## config.mk

```make
export PLATFORM = sky130hd
export DESIGN_NAME = rr_mux_arbiter
export DESIGN_NICKNAME = d
export VERILOG_FILES = /design/src/rtl/rr_mux_arbiter.sv
export SDC_FILE = /design/constraint.sdc
export NUM_CORES = 1
export LEC_CHECK = 0
export BUFFER_PORTS_ARGS = -buffer_cell sky130_fd_sc_hd__buf_2
export CORE_ASPECT_RATIO = 1.4
export CORE_MARGIN = 2
export CORE_UTILIZATION = 35
export CTS_CLUSTER_DIAMETER = 40
export DETAILED_ROUTE_END_ITERATION = 8
export GPL_TIMING_DRIVEN = 0
export HOLD_SLACK_MARGIN = 0.03
export MAX_ROUTING_LAYER = met4
export PLACE_DENSITY = 0.67
export SLEW_MARGIN = 20
export SYNTH_ARGS = -nofsm -noshare
export SYNTH_HDL_FRONTEND = slang
export SYNTH_SLANG_ARGS = --single-unit
```

## constraint.sdc

```tcl
create_clock -name clk -period 5.6 [get_ports clk]
set_clock_uncertainty 0.1 [all_clocks]
set_input_delay 0.56 -clock clk [delete_from_list [all_inputs] [get_ports clk]]
set_output_delay 0.56 -clock clk [all_outputs]
set_load 0.05 [all_outputs]
```

## src/rtl/rr_mux_arbiter.sv

```systemverilog
// rr_mux_arbiter: 8-requester round-robin arbiter with a registered output mux.
// A request seen in IDLE is granted on the next edge. The winner's lane data is
// captured and held in BUSY until the downstream side accepts it.
// Optional stall timeout: define ARB_TIMEOUT_EN to abort a BUSY transfer after
// TIMEOUT consecutive cycles with out_ready low.
module rr_mux_arbiter #(
    parameter int WIDTH   = 32,
    parameter int TIMEOUT = 16
) (
    input  logic               clk,
    input  logic               rst_n,
    input  logic [7:0]         req,
    input  logic [8*WIDTH-1:0] in_data,
    input  logic               out_ready,
    output logic [WIDTH-1:0]   out_data,
    output logic               out_valid,
    output logic [2:0]         sel,
    output logic [7:0]         grant,
    output logic [7:0]         ack,
    output logic               busy,
    output logic               timeout_err
);

    typedef enum logic {
        ST_IDLE = 1'b0,
        ST_BUSY = 1'b1
    } state_t;

    state_t             state_reg, state_next;
    logic [2:0]         ptr_reg, ptr_next;
    logic [2:0]         sel_reg, sel_next;
    logic [7:0]         grant_reg, grant_next;
    logic               out_valid_reg, out_valid_next;
    logic [WIDTH-1:0]   out_data_reg, out_data_next;
    logic               timeout_err_reg, timeout_err_next;

`ifdef ARB_TIMEOUT_EN
    localparam int CW = (TIMEOUT > 1) ? $clog2(TIMEOUT + 1) : 1;
    logic [CW-1:0]      stall_cnt_reg, stall_cnt_next;
`endif

    // Per-lane views of the flat data bus and the scan order starting at ptr.
    logic [WIDTH-1:0]   lane_data [8];
    logic [2:0]         cand_idx  [8];

    genvar gi;
    generate
        for (gi = 0; gi < 8; gi++) begin : g_lane
            assign lane_data[gi] = in_data[gi*WIDTH +: WIDTH];
            assign cand_idx[gi]  = ptr_reg + 3'(gi);
        end
    endgenerate

    logic       win_found;
    logic [2:0] win_idx;

    // Priority scan from ptr upward with 3-bit wrap; first requesting lane wins.
    always_comb begin
        win_found = 1'b0;
        win_idx   = ptr_reg;
        for (int k = 0; k < 8; k++) begin
            if (!win_found && req[cand_idx[k]]) begin
                win_found = 1'b1;
                win_idx   = cand_idx[k];
            end
        end
    end

    // State and datapath registers; reset abandons any transfer in flight.
    always_ff @(posedge clk or negedge rst_n) begin
        if (!rst_n) begin
            state_reg       <= ST_IDLE;
            ptr_reg         <= 3'd0;
            sel_reg         <= 3'd0;
            grant_reg       <= 8'd0;
            out_valid_reg   <= 1'b0;
            out_data_reg    <= '0;
            timeout_err_reg <= 1'b0;
`ifdef ARB_TIMEOUT_EN
            stall_cnt_reg   <= '0;
`endif
        end else begin
            state_reg       <= state_next;
            ptr_reg         <= ptr_next;
            sel_reg         <= sel_next;
            grant_reg       <= grant_next;
            out_valid_reg   <= out_valid_next;
            out_data_reg    <= out_data_next;
            timeout_err_reg <= timeout_err_next;
`ifdef ARB_TIMEOUT_EN
            stall_cnt_reg   <= stall_cnt_next;
`endif
        end
    end

    // Next-state logic: grant from IDLE, hold in BUSY until accepted (or aborted).
    always_comb begin
        state_next       = state_reg;
        ptr_next         = ptr_reg;
        sel_next         = sel_reg;
        grant_next       = grant_reg;
        out_valid_next   = out_valid_reg;
        out_data_next    = out_data_reg;
        timeout_err_next = 1'b0;
`ifdef ARB_TIMEOUT_EN
        stall_cnt_next   = stall_cnt_reg;
`endif
        case (state_reg)
            ST_IDLE: begin
                grant_next     = 8'd0;
                out_valid_next = 1'b0;
                if (win_found) begin
                    state_next     = ST_BUSY;
                    sel_next       = win_idx;
                    grant_next     = 8'(1) << win_idx;
                    out_data_next  = lane_data[win_idx];
                    out_valid_next = 1'b1;
`ifdef ARB_TIMEOUT_EN
                    stall_cnt_next = '0;
`endif
                end
            end
            ST_BUSY: begin
                // out_ready wins over a coinciding timeout.
                if (out_ready) begin
                    state_next     = ST_IDLE;
                    out_valid_next = 1'b0;
                    grant_next     = 8'd0;
                    ptr_next       = sel_reg + 3'd1;
`ifdef ARB_TIMEOUT_EN
                    stall_cnt_next = '0;
                end else if (stall_cnt_reg == CW'(TIMEOUT - 1)) begin
                    state_next       = ST_IDLE;
                    out_valid_next   = 1'b0;
                    grant_next       = 8'd0;
                    ptr_next         = sel_reg + 3'd1;
                    timeout_err_next = 1'b1;
                    stall_cnt_next   = '0;
                end else begin
                    stall_cnt_next = stall_cnt_reg + CW'(1);
`endif
                end
            end
            default: begin
                state_next = ST_IDLE;
            end
        endcase
    end

    assign out_data    = out_data_reg;
    assign out_valid   = out_valid_reg;
    assign sel         = sel_reg;
    assign grant       = grant_reg;
    assign busy        = (state_reg == ST_BUSY);
    assign timeout_err = timeout_err_reg;
    // Completion pulse: only the granted lane, only while its data is accepted.
    assign ack         = grant_reg & {8{out_valid_reg & out_ready}};

endmodule

```

==> metrics.cfg, run 1 <==
[outcome]
status = finished, final reports clean

[layout]
final_common_cell = buf_2
final_nets = 1125
layout_common_cells = buf_2 (324), mux2i_1 (230), nand2_1 (54)
largest_register_ffs = 32
syn_to_final_growth_pct = 37.9
drive_gt1_frac = 0.449

[synthesis]
synth_fp_nets = 799
postSynthAreaPerCell_um2 = 10.0
netlist-cell-type-count = 56
synth-edff-count = 0
ys_async_sr_fraction = 1.00
ys_ff_latch = 48
synthFlopType = dfrtp_1
syn_area_um2 = 5310
ys_warn_count = 0
syn_inst = 529
ys_seq_area_frac = 0.226

[cts]
cts_hold_buf = 0
cts_buffer_depth = 2
cts-root-buf = clkbuf_16
clk_latency_ps = 290
clock_sinks = 48
path_clk_slew_ps = 70
cts-resized-gates = 0
cts_made_buffers = 5
cts_tree = yes
cts_setup_buffers = 0
htreeDepth = 2

[timing]
hold_viol = 0
maxSlewViolCount = 0
fin_crit_ps = 4720
max_freq_mhz = 212
fin_crit_sh = 0.843
setup_tns_ps = 0
rsz0062_at_grt = false
worstMarginPinSlew_ps = 638
maxSlewHeadroom = 0.575
setup_slack_ps = 881
finalSetupViolations = 0

[worst_setup_path]
r2r-end = out_data[11]$_DFFE_PN0P_
critPathArrivalTime_ps = 4780
path_class = reg2reg
cp-end-kind = flop
crit_path_start_kind = flop
reg2reg_setup_slack_ps = 880
r2r-start = ptr_reg[1]$_DFFE_PN0P_
worstPathMaxFanout = 10
required_ps = 5660
reg2reg_depth = 13

[die]
die_h_um = 150
num_rows = 53
coreArea_um2 = 14900
dieArea_um2 = 16200
ioPinCount = 321
initial_core_util = 0.356
die_w_um = 108

[global_routing]
grt_overflow_total = 0
grt_pass1_vias = 5391
grt_antenna_before_repair = 1
grt_max_degree = 49
track_usage = 0.237
grt_pass1_wl_mm = 28.6

[route]
vias_per_cell = 5.16
drt-total-wl_mm = 19.1
drtIter0Drc = 177
drtAntennaViolNets = 0
vias = 5409
wl_per_cell_um = 18.2
remaining_drc_errors = 0
dr.pass1.iters = 4

[placement]
gp_congestion = 0.899
hpwl_mm = 15.7
portBuffers = 319
preCtsSetupSlack_ps = 902

[hold_path]
hold_class = in2async

[run]
max-cap-violations = 0

synth_stat cells, types with 2 or more instances:
library cell | number | area share
buf_1 | 2 | 0.0014
xor2_1 | 2 | 0.0033
buf_12 | 7 | 0.026
dfrtp_1 | 48 | 0.23
nand2b_1 | 4 | 0.0047
and3_1 | 10 | 0.012
nor3_1 | 4 | 0.0038
o21ai_1 | 35 | 0.033
o31ai_1 | 2 | 0.0028
clkbuf_1 | 9 | 0.0064
a32oi_1 | 2 | 0.0033
a21oi_1 | 8 | 0.0075
xnor2_1 | 3 | 0.0049
clkbuf_4 | 6 | 0.0085
mux2_2 | 3 | 0.0064
mux4_2 | 12 | 0.051
ha_1 | 3 | 0.0071
a22oi_1 | 2 | 0.0028
buf_6 | 8 | 0.017
nand2_1 | 54 | 0.038
o221ai_1 | 2 | 0.0033
o21ai_0 | 5 | 0.0047
a21o_1 | 2 | 0.0028
inv_1 | 6 | 0.0042
or2_2 | 2 | 0.0024
buf_4 | 7 | 0.0099
o211ai_1 | 3 | 0.0042
nand3_1 | 4 | 0.0038
mux2i_1 | 230 | 0.43
a22o_1 | 5 | 0.0082
buf_2 | 6 | 0.0057
nor2_1 | 9 | 0.0064
worst max-delay path by stage:
stage	start	end	slack (ps)	cells past startpoint
after floorplan	ptr_reg[1]$_DFFE_PN0P_	out_data[10]$_DFFE_PN0P_	1790	17
after global placement	ptr_reg[1]$_DFFE_PN0P_	out_data[18]$_DFFE_PN0P_	930	13
after detailed placement	ptr_reg[1]$_DFFE_PN0P_	out_data[18]$_DFFE_PN0P_	900	13
after CTS	ptr_reg[1]$_DFFE_PN0P_	out_data[18]$_DFFE_PN0P_	880	13
after global routing	ptr_reg[1]$_DFFE_PN0P_	out_data[18]$_DFFE_PN0P_	370	13
final	ptr_reg[1]$_DFFE_PN0P_	out_data[11]$_DFFE_PN0P_	880	13
final cells by class:
| type | instances | area [µm²] |
|---|---|---|
| fillers | 1517 | 7590 |
| multi-input cells | 429 | 3670 |
| repair buffers | 319 | 1600 |
| flip-flops and latches | 48 | 1200 |
| plain buffers | 46 | 414 |
| well taps | 192 | 240 |
| clock buffers | 5 | 125 |
| clock inverters | 3 | 46.3 |
| inverters | 6 | 22.5 |
| diodes | 1 | 2.50 |
routing by layer:
layer / up-vias / part of all wire / routed length, µm / GRT usage
met4: 0 / 0.012 / 221 / 0.0513
met2: 215 / 0.53 / 10000 / 0.414
met3: 16 / 0.054 / 1040 / 0.0305
li1: 2619 / - / - / -
met1: 2559 / 0.41 / 7800 / 0.292
met5: - / 0 / 0 / -
metrics by stage:
step | util | cell area (µm²) | hold WS [ps] | std cells
final | 0.491 | 7330 | 187 | 1049
after global routing | 0.491 | 7330 | 242 | 1049
after CTS | 0.491 | 7320 | 212 | 1048
after detailed placement | 0.479 | 7150 | 370 | 1040
after global placement | 0.479 | 7150 | 364 | 1040
after floorplan | - | 5310 | 164 | 529
worst max-delay path, stage by stage (launching register included):
cell      delay [ps]
dfrtp_1          360
clkbuf_1         300
buf_2            320
inv_1            150
ha_1             420
mux4_2           540
mux2i_1          480
a22oi_1          250
nor3_1           450
a22o_1           220
clkbuf_1         300
buf_4            320
mux2i_1          280
o21ai_1           90
cell families after synthesis:
logic type,Yosys count,share of synthesized area
fa+ha+maj,3,0.00707
mux,248,0.500
simple gates,96,0.0841
other cells,1,0.000706
xor+xnor,5,0.00824
compound gates,76,0.0914
flops,48,0.226
buf+inv,52,0.0822
Power of run 1 is not shown: default switching activity piles up to over one toggle a cycle in this logic, so the estimate is an artifact.
==> inputs of run 2 (changes only) <==
--- a/config.mk
+++ b/config.mk
@@ -5,6 +5,7 @@
 export SDC_FILE = /design/constraint.sdc
 export NUM_CORES = 1
 export LEC_CHECK = 0
+export ABC_AREA = 1
 export BUFFER_PORTS_ARGS = -buffer_cell sky130_fd_sc_hd__buf_2
 export CORE_ASPECT_RATIO = 1.4
 export CORE_MARGIN = 2
@@ -14,7 +15,7 @@
 export GPL_TIMING_DRIVEN = 0
 export HOLD_SLACK_MARGIN = 0.03
 export MAX_ROUTING_LAYER = met4
-export PLACE_DENSITY = 0.67
+export PLACE_DENSITY = 0.69
 export SLEW_MARGIN = 20
 export SYNTH_ARGS = -nofsm -noshare
 export SYNTH_HDL_FRONTEND = slang
==> constraint.sdc (replaced) <==
create_clock -name clk -period 4.2 [get_ports clk]
set_clock_uncertainty 0.1 [all_clocks]
set_input_delay 0.42 -clock clk [delete_from_list [all_inputs] [get_ports clk]]
set_output_delay 0.42 -clock clk [all_outputs]
set_load 0.05 [all_outputs]
==> metrics.cfg, run 2 <==
[synthesis]
ys_top_cells_by_count = nand2_1 (657), nand3_1 (169), dfrtp_1 (48)
synth-edff-count = 0  ; unchanged
syn_inst = 1034  ; +95%
ys_warn_count = 0  ; unchanged
ys_seq_area_frac = 0.219  ; -0.00747
synthFlopType = dfrtp_1
postSynthAreaPerCell_um2 = 5.31  ; -47%
yosysTopAreaCell = nand2_1
synth_top_area_frac = 0.449  ; +0.0155
synthTopCellsByArea = nand2_1 (45%), dfrtp_1 (22%), nand3_1 (15%)
netlist-cell-type-count = 32  ; -43%
ys_async_sr_fraction = 1.00  ; unchanged
synth_fp_nets = 1304  ; +63%
syn_area_um2 = 5490  ; +3.4%
ys_ff_latch = 48  ; unchanged
yosysMostFrequentCell = nand2_1

[cts]
clock_sinks = 48  ; unchanged
htreeDepth = 2  ; unchanged
cts_setup_buffers = 0  ; unchanged
cts_tree = yes
clk_latency_ps = 290  ; about the same
cts-resized-gates = 0  ; unchanged
cts_buffer_depth = 2  ; unchanged
cts_made_buffers = 5  ; unchanged
cts-root-buf = clkbuf_16
path_clk_slew_ps = 70  ; about the same
cts_hold_buf = 0  ; unchanged

[worst_setup_path]
r2r-end = out_data[18]$_DFFE_PN0P_
path_class = reg2reg
r2r-start = ptr_reg[0]$_DFFE_PN0P_
required_ps = 4330  ; -1330 ps
crit_path_start_kind = flop
reg2reg_setup_slack_ps = 360  ; -520 ps
worstPathMaxFanout = 10  ; unchanged
reg2reg_depth = 21  ; +8
endpoint = out_data[18]$_DFFE_PN0P_
critPathArrivalTime_ps = 3970  ; -810 ps
cp-end-kind = flop
startpoint = ptr_reg[0]$_DFFE_PN0P_

[layout]
layout_common_cells = nand2_1 (657), buf_2 (341), nand3_1 (169)
regArea_um2 = 1200  ; unchanged
multiInputGateArea_um2 = 3820  ; +3.9%
finalNonFillerCells = 1557  ; +48%
largest_register_ffs = 32  ; unchanged
fillers = 1800  ; +19%
syn_to_final_growth_pct = 37.1
final_nets = 1630  ; +45%
drive_gt1_frac = 0.297  ; -0.152
n_antenna_cell = 0  ; -1
final_common_cell = nand2_1

[die]
die_h_um = 152  ; +1.6%
die_w_um = 110  ; +1.6%
coreArea_um2 = 15500  ; +3.7%
initial_core_util = 0.355  ; -0.000972
ioPinCount = 321  ; unchanged
num_rows = 54  ; +1.9%
dieArea_um2 = 16700  ; +3.3%

[global_routing]
grt_pass1_wl_mm = 36.8  ; +29%
grt_antenna_before_repair = 0  ; -1
track_usage = 0.294  ; +0.0571
grt_pass1_vias = 6997  ; +30%
grt_overflow_total = 0  ; unchanged
grt_max_degree = 49  ; unchanged

[timing]
maxSlewHeadroom = 0.487  ; -0.0875
max_freq_mhz = 260  ; +23%
maxSlewViolCount = 0  ; unchanged
finalSetupViolations = 0  ; unchanged
fin_crit_ps = 3840  ; -880 ps
rsz0062_at_grt = false
hold_viol = 0  ; unchanged
setup_tns_ps = 0  ; unchanged
fin_crit_sh = 0.914  ; +0.0715
setup_slack_ps = 361  ; -520 ps
worstMarginPinSlew_ps = 769  ; +131 ps

[run]
max-cap-violations = 0  ; unchanged

[route]
vias = 7564  ; +40%
dr.pass1.iters = 5  ; +1
wl_per_cell_um = 15.8  ; -13%
drtAntennaViolNets = 0  ; unchanged
vias_per_cell = 4.86  ; -5.8%
remaining_drc_errors = 0  ; unchanged
drt-total-wl_mm = 24.6  ; +29%
drtIter0Drc = 381  ; +120%

[hold_path]
hold_class = in2async

[placement]
preCtsSetupSlack_ps = 401  ; -501 ps
dp_cells = 1549  ; +49%
hpwl_mm = 19.8  ; +26%
gp_congestion = 0.951  ; +5.7%
portBuffers = 319  ; unchanged

[outcome]
status = finished, final reports clean

run 2: cell types whose count changed in the layout (fill, tap and decap cells not counted), sizes merged, moves of 10 or more:
cell	previous run	this run
and3	10	0
nor2	9	28
nand2	54	661
mux4	12	0
mux2i	232	0
o21ai	40	15
nand3	4	173
inv	7	23
buf	350	371
run 2: layout make-up:
class,count,area share
multi-input cells,895,0.507
plain buffers,68,0.0517
clock buffers,5,0.0166
well taps,196,0.0326
inverters,23,0.0115
repair buffers,319,0.212
clock inverters,3,0.00914
flip-flops and latches,48,0.159
run 2: through the flow:
step	hold WS, ps	utilization	area [µm²]
after global placement	375	0.474	7340
final	54.9	0.487	7530
after detailed placement	376	0.474	7340
after global routing	107	0.487	7530
after floorplan	24.4	-	5490
after CTS	83.3	0.487	7530
run 2: kinds of logic after synthesis:
kind of cell	count (synthesis)	synth area share
other	1	0.000683
AO/OA/AOI/OAI	21	0.0244
buffers and inverters	91	0.0865
adder cells (fa/ha/maj)	3	0.00683
flip-flops	48	0.219
AND/OR/NAND/NOR	866	0.654
XOR/XNOR	4	0.00911
run 2: how the worst min path moves through the flow:
| stage | startpoint | end | cells past startpoint |
|---|---|---|---|
| after floorplan | rst_n | busy$_DFF_PN0_ | 0 |
| after detailed placement | out_data[9]$_DFFE_PN0P_ | out_data[9]$_DFFE_PN0P_ | 2 |
| after global routing | rst_n | out_data[23]$_DFFE_PN0P_ | 1 |
| after CTS | rst_n | busy$_DFF_PN0_ | 1 |
| final | rst_n | out_data[20]$_DFFE_PN0P_ | 1 |
| after global placement | out_data[7]$_DFFE_PN0P_ | out_data[7]$_DFFE_PN0P_ | 2 |
run 2: critical path, stage by stage (launching register included):
cell      delay [ps]
dfrtp_1          490
inv_2             70
buf_6            150
ha_1             420
inv_1            250
nand3_2          170
nand3_2          130
nand2_4           80
nor2_4           140
nand4_4          150
nor2_4           150
nand2_1           90
nand2_1           70
nand2_1           70
nand2_2          120
clkbuf_1         600
nand2_1          110
nand2_1          150
nand2_1           70
nand2_1           50
nand2_1           50
nand3_1           90
run 2: routing by layer:
metal,track usage,up-vias,part of all wire
met4,0.0934,0,0.030
li1,-,3884,-
met5,-,-,0
met2,0.504,291,0.51
met1,0.354,3337,0.40
met3,0.0334,52,0.059
Power of run 2 is left out for the same reason.
==> inputs of run 3 (changes only) <==
--- a/config.mk
+++ b/config.mk
@@ -5,7 +5,6 @@
 export SDC_FILE = /design/constraint.sdc
 export NUM_CORES = 1
 export LEC_CHECK = 0
-export ABC_AREA = 1
 export BUFFER_PORTS_ARGS = -buffer_cell sky130_fd_sc_hd__buf_2
 export CORE_ASPECT_RATIO = 1.4
 export CORE_MARGIN = 2
@@ -15,7 +14,7 @@
 export GPL_TIMING_DRIVEN = 0
 export HOLD_SLACK_MARGIN = 0.03
 export MAX_ROUTING_LAYER = met4
-export PLACE_DENSITY = 0.69
+export PLACE_DENSITY = 0.67
 export SLEW_MARGIN = 20
 export SYNTH_ARGS = -nofsm -noshare
 export SYNTH_HDL_FRONTEND = slang
==> constraint.sdc (replaced) <==
create_clock -name clk -period 4.5 [get_ports clk]
set_clock_uncertainty 0.1 [all_clocks]
set_input_delay 0.45 -clock clk [delete_from_list [all_inputs] [get_ports clk]]
set_output_delay 0.45 -clock clk [all_outputs]
set_load 0.05 [all_outputs]
==> metrics.cfg, run 3 (synthesis results as in run 1) <==
[outcome]
status = finished, final reports clean

[worst_setup_path]
required_ps = 4560  ; +230 ps
crit_path_start_kind = flop
critPathTopFamily = multiplexers
path_class = reg2reg
critPathArrivalTime_ps = 4240  ; +270 ps
critical_path.n_buffers_inverters = 7  ; +3
cp_common_cell = mux2i_1
slowest_delay_ps = 560  ; -40 ps
path_cells = buf_6 -> clkbuf_4 -> inv_1 -> ha_2 -> buf_6 -> mux4_2 -> mux2i_4 -> o21bai_1 -> and3_1 -> o311ai_2 -> buf_4 -> buf_4 -> clkbuf_4 -> mux2i_1 -> mux2i_1 -> mux2i_1 -> o21ai_1
crit_slowest_cell = mux4_2
worstPathMaxFanout = 10  ; unchanged
cp-end-kind = flop

[route]
vias = 5414  ; -28%
vias_per_cell = 5.16  ; +6.1%
drtIter0Drc = 156  ; -59%
drt-total-wl_mm = 19.1  ; -22%
drtAntennaViolNets = 0  ; unchanged
remaining_drc_errors = 0  ; unchanged
wl_per_cell_um = 18.2  ; +16%
dr.pass1.iters = 5  ; unchanged

[layout]
final_core_util = 0.494  ; +0.00718
syn_to_final_growth_pct = 38.7
drive_gt1_frac = 0.456  ; +0.159
layout_common_cells = buf_2 (322), mux2i_1 (228), nand2_1 (54)
largest_register_ffs = 32  ; unchanged
fillers = 1510  ; -16%
final_common_cell = buf_2
finalNonFillerCells = 1050  ; -33%
final_nets = 1126  ; -31%

[die]
coreArea_um2 = 14900  ; -3.6%
num_rows = 53  ; -1.9%
die_h_um = 150  ; -1.6%
ioPinCount = 321  ; unchanged
initial_core_util = 0.356  ; +0.000972
die_w_um = 108  ; -1.6%
dieArea_um2 = 16200  ; -3.2%

[placement]
hpwl_mm = 15.7  ; -21%
gp_congestion = 0.899  ; -5.4%
portBuffers = 319  ; unchanged
dp_cells = 1040  ; -33%

[timing]
fin_crit_ps = 4180  ; +344 ps
maxSlewHeadroom = 0.574  ; +0.0868
max_freq_mhz = 239  ; -8.2%
maxSlewViolCount = 0  ; unchanged
hold_viol = 0  ; unchanged
rsz0062_at_grt = false
finalSetupViolations = 0  ; unchanged
hold_ws_ps = 77.0  ; +22.1 ps
fin_crit_sh = 0.930  ; +0.0156
worstMarginPinSlew_ps = 639  ; -130 ps

[global_routing]
grt_pass1_vias = 5383  ; -23%
grt_antenna_before_repair = 1  ; +1
grt_overflow_total = 0  ; unchanged
track_usage = 0.237  ; -0.0572
grt_max_degree = 49  ; unchanged
grt_pass1_wl_mm = 28.6  ; -22%

[cts]
htreeDepth = 2  ; unchanged
cts_hold_buf = 0  ; unchanged
cts_buffer_depth = 2  ; unchanged
cts_tree = yes
path_clk_slew_ps = 70  ; about the same
clock_sinks = 48  ; unchanged
cts_made_buffers = 5  ; unchanged
cts-root-buf = clkbuf_16
clk_latency_ps = 290  ; about the same

[hold_path]
hold_class = in2async

[run]
max-cap-violations = 0  ; unchanged

==> run 3: cell count changes in the layout (fill, tap and decap cells not counted), moves of 12 or more <==
cell	before	now
mux4_2	0	12
buf_2	341	322
mux2i_1	0	228
nand2_1	657	54
o21ai_1	9	35
nand3_1	169	4
buf_4	23	10
==> run 3: cell type report <==
class / count / area [µm²] / area share
diodes: 1 / 2.50 / 0.000340
plain buffers: 45 / 419 / 0.0569
clock buffers: 5 / 125 / 0.0170
clock inverters: 3 / 46.3 / 0.00628
inverters: 6 / 22.5 / 0.00306
multi-input cells: 429 / 3700 / 0.502
flip-flops and latches: 48 / 1200 / 0.163
well taps: 192 / 240 / 0.0326
repair buffers: 321 / 1610 / 0.219
==> run 3: worst reg2reg max path: stages (launching register included) <==
cell and delay [ps]:
dfrtp_1 370, buf_6 160, clkbuf_4 230, inv_1 120, ha_2 410, buf_6 170, mux4_2 560, mux2i_4 220
o21bai_1 100, and3_1 200, o311ai_2 250, buf_4 200, buf_4 120, clkbuf_4 250, mux2i_1 230, mux2i_1 90
mux2i_1 190, o21ai_1 90
==> run 3: worst paths after layout <==
check / end / start / cells after the start / slack [ps]
min in group clk: out_data[3]$_DFFE_PN0P_ / out_data[3]$_DFFE_PN0P_ / 2 / 380
worst max register to register: out_data[11]$_DFFE_PN0P_ / ptr_reg[0]$_DFFE_PN0P_ / 17 / 320
worst min-delay path: out_data[12]$_DFFE_PN0P_ / rst_n / 1 / 80
worst min register to register: out_data[3]$_DFFE_PN0P_ / out_data[3]$_DFFE_PN0P_ / 2 / 380
worst max-delay path: out_data[11]$_DFFE_PN0P_ / ptr_reg[0]$_DFFE_PN0P_ / 17 / 320
max in group asynchronous: ptr_reg[1]$_DFFE_PN0P_ / rst_n / 1 / 3760
==> run 3: layer usage <==
metal	share of wire	vias to the layer above	global-route usage
li1	-	2626	-
met1	0.41	2569	0.291
met2	0.53	203	0.414
met3	0.052	16	0.0305
met4	0.011	0	0.0513
met5	0	-	-
==> run 3: stage by stage <==
step	instance area [µm²]	TNS, ps	setup slack, ps
finish	7370	0	316
global route	7370	0	15.6
CTS	7330	0	124
detailed placement	7150	-3470	-198
global placement	7150	-2820	-170
floorplan	5310	0	688
==> run 3: timing repair <==
item                                    in CTS  in global routing
endpoints found under the setup margin      35                 37
gates resized for setup                      2                  7
setup buffers                                0                  2
Power of run 3 is left out for the same reason.
